### src/rtl/sdram_arbiter.sv
// Arbitrates SDRAM burst traffic between the frame loader (writes) and the VGA
// read FIFO. One frame is written once, then read repeatedly.
module sdram_arbiter #(
    parameter int unsigned BURST_LEN    = 512,
    parameter int unsigned FRAME_BURSTS = 600,
    parameter int unsigned RD_THRESH    = 256,
    parameter int unsigned ADDR_W       = 22
) (
    input  logic              clk,
    input  logic              rst_n,
    input  logic              init_done,
    input  logic [9:0]        wr_fifo_level,
    input  logic [9:0]        rd_fifo_level,
    input  logic              frame_start,
    output logic              wr_sdram_req,
    input  logic              wr_sdram_ack,
    output logic              rd_sdram_req,
    input  logic              rd_sdram_ack,
    output logic [ADDR_W-1:0] sdram_addr,
    output logic              frame_loaded,
    output logic              busy
);

    typedef enum logic [1:0] {StIdle, StWrBurst, StRdBurst} state_t;

    localparam logic [10:0]       BurstLenL = 11'(BURST_LEN);
    localparam logic [10:0]       RdThreshL = 11'(RD_THRESH);
    localparam logic [9:0]        LastBurst = 10'(FRAME_BURSTS - 1);
    localparam logic [ADDR_W-1:0] BurstLenA = ADDR_W'(BURST_LEN);

    state_t     state;
    logic [9:0] wr_ptr;
    logic [9:0] rd_ptr;
    logic       rd_rst_pending;

    logic       wr_go;
    logic       rd_go;
    logic       rd_restart;
    logic [9:0] wr_ptr_inc;
    logic [9:0] rd_ptr_inc;

    function automatic logic [ADDR_W-1:0] burst_addr(input logic [9:0] ptr);
        return ADDR_W'(ptr) * BurstLenA;
    endfunction

    always_comb begin
        wr_go      = !frame_loaded && ({1'b0, wr_fifo_level} >= BurstLenL);
        rd_go      = frame_loaded && !rd_rst_pending && ({1'b0, rd_fifo_level} < RdThreshL);
        // A vsync seen during the burst, or on the ack cycle itself, restarts the read frame.
        rd_restart = rd_rst_pending || frame_start;
        wr_ptr_inc = (wr_ptr == LastBurst) ? 10'd0 : wr_ptr + 10'd1;
        rd_ptr_inc = (rd_ptr == LastBurst) ? 10'd0 : rd_ptr + 10'd1;
    end

    always_ff @(posedge clk or negedge rst_n) begin
        if (!rst_n) begin
            state          <= StIdle;
            wr_ptr         <= '0;
            rd_ptr         <= '0;
            rd_rst_pending <= 1'b0;
            wr_sdram_req   <= 1'b0;
            rd_sdram_req   <= 1'b0;
            sdram_addr     <= '0;
            frame_loaded   <= 1'b0;
            busy           <= 1'b0;
        end else begin
            case (state)
                StIdle: begin
                    if (frame_start) begin
                        rd_ptr <= '0;
                    end else if (init_done && rd_go) begin
                        state        <= StRdBurst;
                        rd_sdram_req <= 1'b1;
                        sdram_addr   <= burst_addr(rd_ptr);
                        busy         <= 1'b1;
                    end else if (init_done && wr_go) begin
                        state        <= StWrBurst;
                        wr_sdram_req <= 1'b1;
                        sdram_addr   <= burst_addr(wr_ptr);
                        busy         <= 1'b1;
                    end
                end
                StWrBurst: begin
                    if (frame_start) begin
                        rd_rst_pending <= 1'b1;
                    end
                    if (wr_sdram_ack) begin
                        state        <= StIdle;
                        wr_sdram_req <= 1'b0;
                        busy         <= 1'b0;
                        wr_ptr       <= wr_ptr_inc;
                        if (wr_ptr == LastBurst) begin
                            frame_loaded <= 1'b1;
                        end
                        if (rd_restart) begin
                            rd_ptr         <= '0;
                            rd_rst_pending <= 1'b0;
                        end
                    end
                end
                StRdBurst: begin
                    if (frame_start) begin
                        rd_rst_pending <= 1'b1;
                    end
                    if (rd_sdram_ack) begin
                        state          <= StIdle;
                        rd_sdram_req   <= 1'b0;
                        busy           <= 1'b0;
                        rd_ptr         <= rd_restart ? 10'd0 : rd_ptr_inc;
                        rd_rst_pending <= 1'b0;
                    end
                end
                default: begin
                    state        <= StIdle;
                    wr_sdram_req <= 1'b0;
                    rd_sdram_req <= 1'b0;
                    busy         <= 1'b0;
                end
            endcase
        end
    end

    a_req_onehot: assert property (@(posedge clk) disable iff (!rst_n)
        !(wr_sdram_req && rd_sdram_req));

    a_busy_state: assert property (@(posedge clk) disable iff (!rst_n)
        busy == (state != StIdle));

endmodule

### config.mk
export PLATFORM = sky130hd
export DESIGN_NAME = sdram_arbiter
export DESIGN_NICKNAME = d
export VERILOG_FILES = /design/src/rtl/sdram_arbiter.sv
export SDC_FILE = /design/constraint.sdc
export NUM_CORES = 1
export LEC_CHECK = 0
export BUFFER_PORTS_ARGS = -buffer_cell sky130_fd_sc_hd__buf_2
export CORE_ASPECT_RATIO = 2
export CORE_MARGIN = 3
export CORE_UTILIZATION = 48
export DETAILED_ROUTE_END_ITERATION = 8
export HOLD_SLACK_MARGIN = 0.02
export PLACE_DENSITY = 0.82
export SLEW_MARGIN = 25
export SYNTH_ARGS = -nofsm -noshare
export SYNTH_HDL_FRONTEND = slang
export SYNTH_SLANG_ARGS = --single-unit
export TNS_END_PERCENT = 10
### constraint.sdc
create_clock -name clk -period 1.8 [get_ports clk]
set_input_delay 0.36 -clock clk [delete_from_list [all_inputs] [get_ports clk]]
set_output_delay 0.36 -clock clk [all_outputs]
set_load 0.01 [all_outputs]
==> summary.txt <==
Outcome
  – Status: finished with violations
  – Violations in the final reports: negative setup slack

Global routing
  – Largest net degree at the start of global routing: 38
  – Global-route wire length before repair: 8.28 mm
  – Global route total overflow: 0
  – Initial antenna violation count: 0
  – Number of global-route vias before repair: 1,806
  – Aggregate global-route resource usage: 20.6%

Detailed routing
  – Via Count: 1,758
  – Count of unresolved DRC violations after routing: 0
  – Post-DR wirelength/cell: 17.4 microns
  – Count of nets left with antenna violations after detail routing: 0
  – Via-per-instance ratio: 5.86
  – Drt first pass iters: 4
  – Total Routed Length: 5.22 mm
  – Starting DRT DRC Count: 58

Clocking
  – Count of clock tree sinks: 37
  – Hold bufs inserted after CTS: 0
  – Clk Latency, worst-skew pair: 290 ps
  – Number of buffers created by CTS: 5
  – Longest Clk Path Bufs: 2
  – TritonCTS clock tree: done
  – CTS clk-pin slew, worst paths: 80 ps
  – Root Buffer Master: sky130_fd_sc_hd__clkbuf_8
  – Number of levels in the clock H-tree: 2

Place
  – Cells after DPL: 283
  – Number of port buffers: 22
  – GPL Wtd Cong: 0.810
  – Hpwl dp: 3.46 mm

Logic synthesis
  – Synthesized area per cell: 10.7 sq um
  – Fraction of registers with async set/reset: 100%
  – Adder and majority cell fraction of the synthesized area: 3.47%
  – Number of warnings issued by yosys: 0
  – Synthesized area: 0.00216 sq mm
  – EDFF count, synth: 0
  – Leading register cell type out of synthesis: sky130_fd_sc_hd__dfrtp_1
  – Register area share after synthesis: 42.8%
  – Register bit total from synthesis: 37
  – Number of library cell types mapped by synthesis: 52
  – Dominant combinational cell family by area after synthesis: simple AND/OR/NAND/NOR gates
  – Post-synthesis share of cell area spent on xor and xnor gates: 2.84%
  – Synth Area in Compound Gates: 14.7%
  – Proportion of synthesized area in mux cells: 10.1%
  – Cell count after synthesis: 202
  – Simple-Gate Fraction of Synth Area: 18.0%

STA
  – Slew margin rel.: 66.5%
  – Worst hold-check slack: 100 ps
  – Tmin final: 1810 ps
  – Clock Skews: 7.29 ps
  – Share of the cycle needed by the critical path after routing: 101%
  – Fin. Hold Viols: 0
  – Final setup viols: 1
  – Setup repair after global routing missed its margin: yes
  – Maximum frequency from static timing analysis: 552 MHz
  – Actual slew at the worst max-slew pin: 499 ps
  – Final number of max-transition violations: 0
  – Final Worst Setup Slack: -12.3 ps
  – Final TNS setup: -12.3 ps

Die
  – Die height: 101 microns
  – Floorplan die width: 53.4 microns
  – Area inside the core boundary: 0.00421 sq mm
  – Total die area: 0.00539 sq mm
  – Number of placed I/O pins: 52
  – Initial cell density of the core: 51.3%
  – Std cell rows: 33

Hold path
  – Class of the tightest hold or removal check: in2async

Setup path
  – Worst setup SP type: register
  – Kind of critical path: reg2reg
  – Worst-path fanout max: 5
  – Arrival time of the worst setup path: 2040 ps
  – Setup crit end kind: register
  – Data required time at the worst endpoint: 2030 ps

Power
  – Switching part of the total power: 34.5%
  – Part of the power in registers: 41.2%
  – Clock share of power: 22.2%
  – Total power per unit cell area: 996 mW/mm^2
  – Combinational group share of total power: 36.6%
  – Net Sw Power: 902 uW
  – Pwr Total: 2.62 mW
  – Cell internal pwr: 1.71 mW
  – Largest voltage drop on the vdd net: 606 uV
  – Leakage Power: 1.24 nW

Cells and area
  – Layout Cells excl Fill: 300
  – Filler Cell Count: 334
  – Top library cells by usage in the layout, fill and taps aside: sky130_fd_sc_hd__dfrtp_1 (36), sky130_fd_sc_hd__buf_2 (22), sky130_fd_sc_hd__buf_4 (18)
  – NumNets Final: 279
  – Most common cell after layout, fill and taps aside: sky130_fd_sc_hd__dfrtp_1
  – Diode count: 0
  – Layout overhead on the synthesized area: 21.5%
  – Share of final-layout standard cells stronger than drive strength 1: 37.1%

Run
  – Reported max-cap violation count: 0
==> registers in the layout (all words and copies together) (netlist names) <==
name / cells
sdram_addr: 10
rd_rst_pending: 1
wr_ptr: 10
rd_ptr: 10
busy: 1
wr_sdram_req: 1
frame_loaded: 1
state: 2
rd_sdram_req: 1
==> logic make-up (layout without fill, tap and decap cells) <==
family / after synthesis / in the layout
buf+inv: 28 / 63
simple gates: 59 / 59
other cells: 1 / 12
compound gates: 44 / 44
fa+ha+maj: 6 / 6
xor+xnor: 7 / 7
mux: 20 / 20
flops: 37 / 37
==> power by group through the flow <==
stage | sequential (mW) | combinational [mW] | clock [mW]
after floorplan | 1.12 | 0.447 | 0
after global placement | 1.09 | 0.760 | 0
after detailed placement | 1.09 | 0.780 | 0
after CTS | 1.07 | 0.813 | 0.591
after global routing | 1.10 | 1.05 | 0.622
final | 1.08 | 0.958 | 0.579
==> worst max-delay path: stages, from the launching register on <==
cell and delay [ps]:
sky130_fd_sc_hd__dfrtp_2 450, sky130_fd_sc_hd__ha_4 180, sky130_fd_sc_hd__buf_6 110, sky130_fd_sc_hd__and2b_2 230, sky130_fd_sc_hd__or3_1 410, sky130_fd_sc_hd__a21oi_1 200
sky130_fd_sc_hd__o22a_1 180
==> final timing paths <==
check	start	end	slack, ps	depth (start not counted)
worst max register to register	state[1]	busy	-10	6
worst min register to register	rd_sdram_req	rd_sdram_req	490	1
max in group asynchronous	rst_n	state[1]	1350	2
min in group clk	wr_sdram_ack	wr_ptr[2]	390	3
worst min-delay path	rst_n	wr_sdram_req	100	2
worst max-delay path	state[1]	busy	-10	6
==> cell type report <==
| cell class | instances | area, sq um | area share, % |
|---|---|---|---|
| Tap cell | 52 | 65.1 | 2.48 |
| Clock inverter | 3 | 17.5 | 0.667 |
| Sequential cell | 37 | 927 | 35.3 |
| Multi-Input combinational cell | 148 | 1180 | 44.9 |
| Inverter | 9 | 33.8 | 1.29 |
| Clock buffer | 5 | 68.8 | 2.62 |
| Timing Repair Buffer | 46 | 335 | 12.8 |
==> Yosys cell counts, types with 3 or more instances <==
cell type | n | share of area, %
sky130_fd_sc_hd__inv_1 | 9 | 1.6
sky130_fd_sc_hd__buf_2 | 3 | 0.69
sky130_fd_sc_hd__dfrtp_1 | 37 | 43
sky130_fd_sc_hd__mux2_2 | 15 | 7.8
sky130_fd_sc_hd__nor4_1 | 4 | 1.2
sky130_fd_sc_hd__and3_1 | 5 | 1.4
sky130_fd_sc_hd__nand4_1 | 3 | 0.87
sky130_fd_sc_hd__nor2_1 | 4 | 0.69
sky130_fd_sc_hd__nor3_1 | 4 | 0.93
sky130_fd_sc_hd__nand3_1 | 7 | 1.6
sky130_fd_sc_hd__o21ai_0 | 14 | 3.2
sky130_fd_sc_hd__ha_1 | 6 | 3.5
sky130_fd_sc_hd__o211ai_1 | 3 | 1.0
sky130_fd_sc_hd__xor2_1 | 3 | 1.2
sky130_fd_sc_hd__a21oi_1 | 5 | 1.2
sky130_fd_sc_hd__nand2b_1 | 3 | 0.87
sky130_fd_sc_hd__nand2_1 | 8 | 1.4
sky130_fd_sc_hd__a31oi_1 | 4 | 1.2
sky130_fd_sc_hd__xnor2_1 | 4 | 1.6
sky130_fd_sc_hd__buf_4 | 13 | 4.5
sky130_fd_sc_hd__mux2i_1 | 5 | 2.3
sky130_fd_sc_hd__a41oi_1 | 5 | 2.0
==> through the flow <==
stage	utilization (%)	instance area, sq um	setup WS (ps)
finish	62.4	2630	-12.3
global route	62.4	2630	-56.0
CTS	59.1	2490	-5.48
detailed placement	56.3	2370	-39.1
global placement	56.3	2370	-7.09
floorplan	-	2200	0.545
==> per-layer routing <==
layer  wire [microns]  global-route usage (%)  vias up
met5                0                       0        -
met4              141                    9.25        0
met3              177                    3.41       15
met2             2980                    37.8       50
met1             1920                    21.7      883
li1                 -                       -      810
==> repair_timing <==
| item | in CTS | in global routing |
|---|---|---|
| hold endpoints to repair | 0 | 0 |
| setup buffers | 2 | 6 |
| gates cloned | 0 | 1 |
| gates resized for setup | 3 | 19 |
| pin swaps | 0 | 7 |
| endpoints found under the setup margin | 8 | 18 |
No activity file was read; power rests on OpenSTA's default activity.
